<file path="config.mk">
export PLATFORM = sky130hd
export DESIGN_NAME = regfile_wb_arbiter
export DESIGN_NICKNAME = d
export VERILOG_FILES = /design/src/rtl/regfile_pkg.sv /design/src/rtl/rr_arbiter2.sv /design/src/rtl/regfile_wb_arbiter.sv
export SDC_FILE = /design/constraint.sdc
export NUM_CORES = 1
export LEC_CHECK = 0
export ABC_AREA = 1
export BUFFER_PORTS_ARGS = -buffer_cell sky130_fd_sc_hd__buf_2
export CAP_MARGIN = 25
export CORE_ASPECT_RATIO = 1.1
export CORE_MARGIN = 3
export CORE_UTILIZATION = 45
export CTS_BUF_LIST = sky130_fd_sc_hd__clkbuf_8
export DETAILED_ROUTE_END_ITERATION = 8
export HOLD_SLACK_MARGIN = 0.15
export PLACE_DENSITY = 0.84
export REMOVE_ABC_BUFFERS = 1
export SETUP_SLACK_MARGIN = 0.05
export SYNTH_ARGS = -nofsm -noshare
export SYNTH_HDL_FRONTEND = slang
export SYNTH_SLANG_ARGS = --single-unit
</file>
<file path="constraint.sdc">
create_clock -name clk -period 1.5 [get_ports clk]
set_input_delay 0 -clock clk [delete_from_list [all_inputs] [get_ports clk]]
set_output_delay 0 -clock clk [all_outputs]
set_load 0.03 [all_outputs]
</file>
<file path="src/rtl/regfile_pkg.sv">
// rtl/regfile_pkg.sv - shared register-file widths, zero-register address and grant encoding
package regfile_pkg;

    localparam int REG_WIDTH   = 32;
    localparam int RADDR_WIDTH = 5;

    localparam logic [RADDR_WIDTH-1:0] ZERO_REG = '0;

    typedef enum logic {
        GNT_A = 1'b0,
        GNT_B = 1'b1
    } grant_e;

endpackage

</file>
<file path="src/rtl/rr_arbiter2.sv">
// rtl/rr_arbiter2.sv - two-requester arbiter; round-robin when WB_ARB_ROUND_ROBIN_EN is defined, else A-priority
module rr_arbiter2
    import regfile_pkg::*;
(
`ifdef WB_ARB_ROUND_ROBIN_EN
    input  logic       clk,
    input  logic       rst,
`endif
    input  logic [1:0] req,
    output logic [1:0] gnt
);

`ifdef WB_ARB_ROUND_ROBIN_EN
    grant_e last_grant;

    always_comb begin
        gnt = req;
        if (req == 2'b11) begin
            gnt = (last_grant == GNT_B) ? 2'b01 : 2'b10;
        end
    end

    // every grant is a completed transfer, so any grant advances the pointer
    always_ff @(posedge clk or negedge rst) begin
        if (!rst) begin
            last_grant <= GNT_B;
        end else if (|gnt) begin
            last_grant <= gnt[1] ? GNT_B : GNT_A;
        end
    end
`else
    assign gnt = req[0] ? 2'b01 : req;
`endif

endmodule

</file>
<file path="src/rtl/regfile_wb_arbiter.sv">
// rtl/regfile_wb_arbiter.sv - register-file write-port arbiter for ALU (A) and load (B) writebacks; option WB_ARB_ROUND_ROBIN_EN
module regfile_wb_arbiter
    import regfile_pkg::*;
#(
    parameter int REG_WIDTH   = regfile_pkg::REG_WIDTH,
    parameter int RADDR_WIDTH = regfile_pkg::RADDR_WIDTH,
    parameter int CNT_WIDTH   = 16
) (
    input  logic                   clk,
    input  logic                   rst,
    input  logic                   hold,
    input  logic                   a_valid,
    input  logic [RADDR_WIDTH-1:0] a_addr,
    input  logic [REG_WIDTH-1:0]   a_data,
    output logic                   a_ready,
    input  logic                   b_valid,
    input  logic [RADDR_WIDTH-1:0] b_addr,
    input  logic [REG_WIDTH-1:0]   b_data,
    output logic                   b_ready,
    output logic                   we,
    output logic [RADDR_WIDTH-1:0] rd_addr,
    output logic [REG_WIDTH-1:0]   rd_value,
    output logic [CNT_WIDTH-1:0]   conflicts
);

    localparam logic [RADDR_WIDTH-1:0] ZERO_ADDR = RADDR_WIDTH'(ZERO_REG);

    logic [1:0] req;
    logic [1:0] gnt;
    logic       conflict;

    // reset also gates requests so nothing is granted while rst is low
    assign req      = {b_valid, a_valid} & {2{~hold & rst}};
    assign conflict = a_valid & b_valid & ~hold;
    assign a_ready  = gnt[0];
    assign b_ready  = gnt[1];

    rr_arbiter2 u_arb (
`ifdef WB_ARB_ROUND_ROBIN_EN
        .clk (clk),
        .rst (rst),
`endif
        .req (req),
        .gnt (gnt)
    );

    always_ff @(posedge clk or negedge rst) begin
        if (!rst) begin
            we        <= 1'b0;
            rd_addr   <= '0;
            rd_value  <= '0;
            conflicts <= '0;
        end else begin
            we <= 1'b0;
            if (a_ready && a_addr != ZERO_ADDR) begin
                we       <= 1'b1;
                rd_addr  <= a_addr;
                rd_value <= a_data;
            end else if (b_ready && b_addr != ZERO_ADDR) begin
                we       <= 1'b1;
                rd_addr  <= b_addr;
                rd_value <= b_data;
            end
            if (conflict && conflicts != '1) begin
                conflicts <= conflicts + 1'b1;
            end
        end
    end

endmodule

</file>
==> flow_summary.ini <==
[sta]
period_needed_ns = 1.422
fin_skew_ns = 0.004389
maxSlewViolCount = 0
grt_setup_unrepaired = true
tightest_slew_ns = 0.6927
max-slew-margin-rel_pct = 53.82
hold_viol = 0
fmax_mhz = 703.3
setup_violations = 0
period_share_pct = 94.79

[route]
wirelength_mm = 11.40
firstDrtPassIters = 5
drt_iter0_markers = 230
wl_per_cell_um = 15.34
via_count = 3809
ant_nets = 0
drc_errors = 0
viasPerCell = 5.127

[clock_tree]
cts_made_buffers = 5
htreeDepth = 2
clock-root-buffer = clkbuf_8
path_clk_slew_ns = 0.10
cts_buffer_depth = 2
cts_sinks = 54
clk_latency_ns = 0.30
cts_tree = done

[min_path]
hold_start = hold
hold_path_end = conflicts[7]
hold_class = in2reg
holdPathStages = 5

[synthesis]
synthTopCellsByCount = nand2_1, dfrtp_1, inv_1, nand3_1, nand3b_1
synth_edf_count = 0
synth.area.top_cells = dfrtp_1, nand2_1, nand3_1
synth-seq-cells = 54
synth_cell_types = 22
synthFlopType = dfrtp_1
synth_cells = 441
ys_warn_count = 0
synth_top_area_share_pct = 43.57
postSynth.asyncResetShare_pct = 100.0
ys_seq_area_share_pct = 43.57
yosysMostFrequentCell = nand2_1
syn_area_per_cell_um2 = 7.033
syn_area_um2 = 3102
yosys.area.top_type = dfrtp_1

[worst_setup_path]
cp-end-kind = register
reg2reg_depth = 9
reg2reg_from = conflicts[1]
r2r-end = conflicts[5]
path_max_fanout = 37
critical_path_arrival_ns = 1.63
reg2reg_slack_ns = 0.08
required_ns = 1.70
critPathKind = in2reg
start_kind = primary input

[die]
die_h_um = 93.08
die-area_um2 = 7926
die_w_um = 85.16
start_util_pct = 46.76
ioPinCount = 135
core_um2 = 6633
rows = 31

[global_routing]
first_global_vias = 3841
grt_max_degree = 55
grt-ovfl-total = 0
grt_pass1_wl_mm = 17.97
antenna_found_initial = 0
grtUsageTotal_pct = 28.05

[final_layout]
area_delta_synth_final_pct = 58.05
fin_util_pct = 73.91
diodes = 0
nFillCells = 458
nets = 740
multi_input_area_um2 = 1553
regArea_um2 = 1354
drive_gt1_share_pct = 31.32

[power_and_ir_drop]
fin_total_pwr_mw = 4.458
combPwrFrac_pct = 39.1
p_seq_share_pct = 42.5
clkPwrFrac_pct = 18.4
p_sw_share_pct = 40.30
internal-power_mw = 2.662
switchingPower_mw = 1.797
power_density_nw_per_um2 = 909.4
p_leak_nw = 2.719
peakVddDrop_mv = 0.7328

[placed_design]
dpl.hpwl_mm = 6.099
gp_congestion = 0.8390
portBuffers = 134

[run_status]
status = finished clean

[run]
maxCapViolations = 0
[stage by stage]
step | worst slack (ns) | cell area [um^2] | setup TNS, ns | hold slack [ns] | instances
6_report | 0.07818 | 4902 | 0 | 0.1901 | 743
5_1_grt | 0.005622 | 4902 | 0 | 0.2158 | 743
4_1_cts | 0.03974 | 4740 | 0 | 0.1927 | 739
3_5_place_dp | 0.003371 | 3860 | 0 | 0.1953 | 654
3_3_place_gp | 0.06263 | 3860 | 0 | 0.1868 | 654
2_1_floorplan | -1.317 | 2967 | -53.60 | -0.2956 | 422
[power groups by stage]
stage	Sequential, mW	Combinational [mW]	Clock, mW
global route	1.92	1.86	0.899
global placement	1.89	1.45	0
CTS	1.87	1.63	0.822
floorplan	2.39	0.398	0
detailed placement	1.89	1.48	0
finish	1.90	1.74	0.819
[layer usage]
layer  vias up  wire (um)  track usage (%)
met5         -          0                0
met4         0        345            10.95
met3        34       1021            6.960
met2       225       5707            46.96
met1      1758       4320            34.69
li1       1792          -                -
[final cells by class]
cell class	instances	share of cell area (%)
inverters	49	3.803
flip-flops and latches	54	27.62
repair buffers	231	32.98
clock buffers	5	1.404
well taps	82	2.093
multi-input cells	319	31.67
clock inverters	3	0.4339
[cells by family after synthesis]
logic type	Yosys count	share of synthesized area [%]
and+or+nand+nor	309	43.44
buffers and inverters	68	10.29
DFF	54	43.57
xor gates and xnor gates	5	1.412
AOI/OAI and AO/OA	4	0.8872
adders and majority gates	1	0.4033
[worst max-delay path, cell delays in order]
cell and delay, ns:
buf_2 0.12, nor2_2 0.14, nand4_4 0.09, nand2_2 0.09
buf_6 0.28, nand2_1 0.14, nand3_1 0.13, dlygate4sd3_1 0.58
nand2_1 0.05
[layout by cell type, fill, tap and decap left out]
cell type / instances
nand2_1: 193
buf_2: 134
dlygate4sd3_1: 75
dfrtp_1: 52
inv_1: 46
nand3_1: 44
nand3b_1: 22
nand2_2: 14
buf_4: 14
nor2_1: 10
nor2_2: 8
buf_6: 8
nor2_4: 6
nand4_1: 5
clkbuf_8: 5
nand3_2: 3
o21ai_2: 3
xor2_1: 3
inv_2: 2
nand2_4: 2
xnor2_1: 2
dfrtp_2: 2
nand4_4: 1
inv_4: 1
nor3_1: 1
a21oi_1: 1
ha_2: 1
clkinvlp_4: 1
clkinv_4: 1
clkinv_2: 1
[flip-flops by register name, indices dropped and copies added (netlist names)]
| register | cells |
|---|---|
| conflicts | 16 |
| we | 1 |
| rd_value | 32 |
| rd_addr | 5 |
[worst max-delay path by stage]
stage / slack, ns / start / end
finish: 0.08 / a_addr[3] / rd_value[15]
CTS: 0.04 / conflicts[0] / conflicts[2]
floorplan: -1.32 / hold / rd_addr[0]
global placement: 0.06 / conflicts[0] / conflicts[5]
detailed placement: 0.003 / conflicts[0] / conflicts[5]
global route: 0.006 / conflicts[0] / conflicts[11]
[what timing repair did]
| item | 4_1_cts | 5_1_grt |
|---|---|---|
| gates resized for setup | 8 | 43 |
| hold buffers | 75 | 0 |
| buffers inserted | 1 | 4 |
| endpoints found under the hold margin | 91 | 0 |
| endpoints found under the setup margin | 12 | 50 |
| pin swaps | 1 | 8 |
| gates cloned | 1 | 0 |
(Power assumes the default switching activity.)
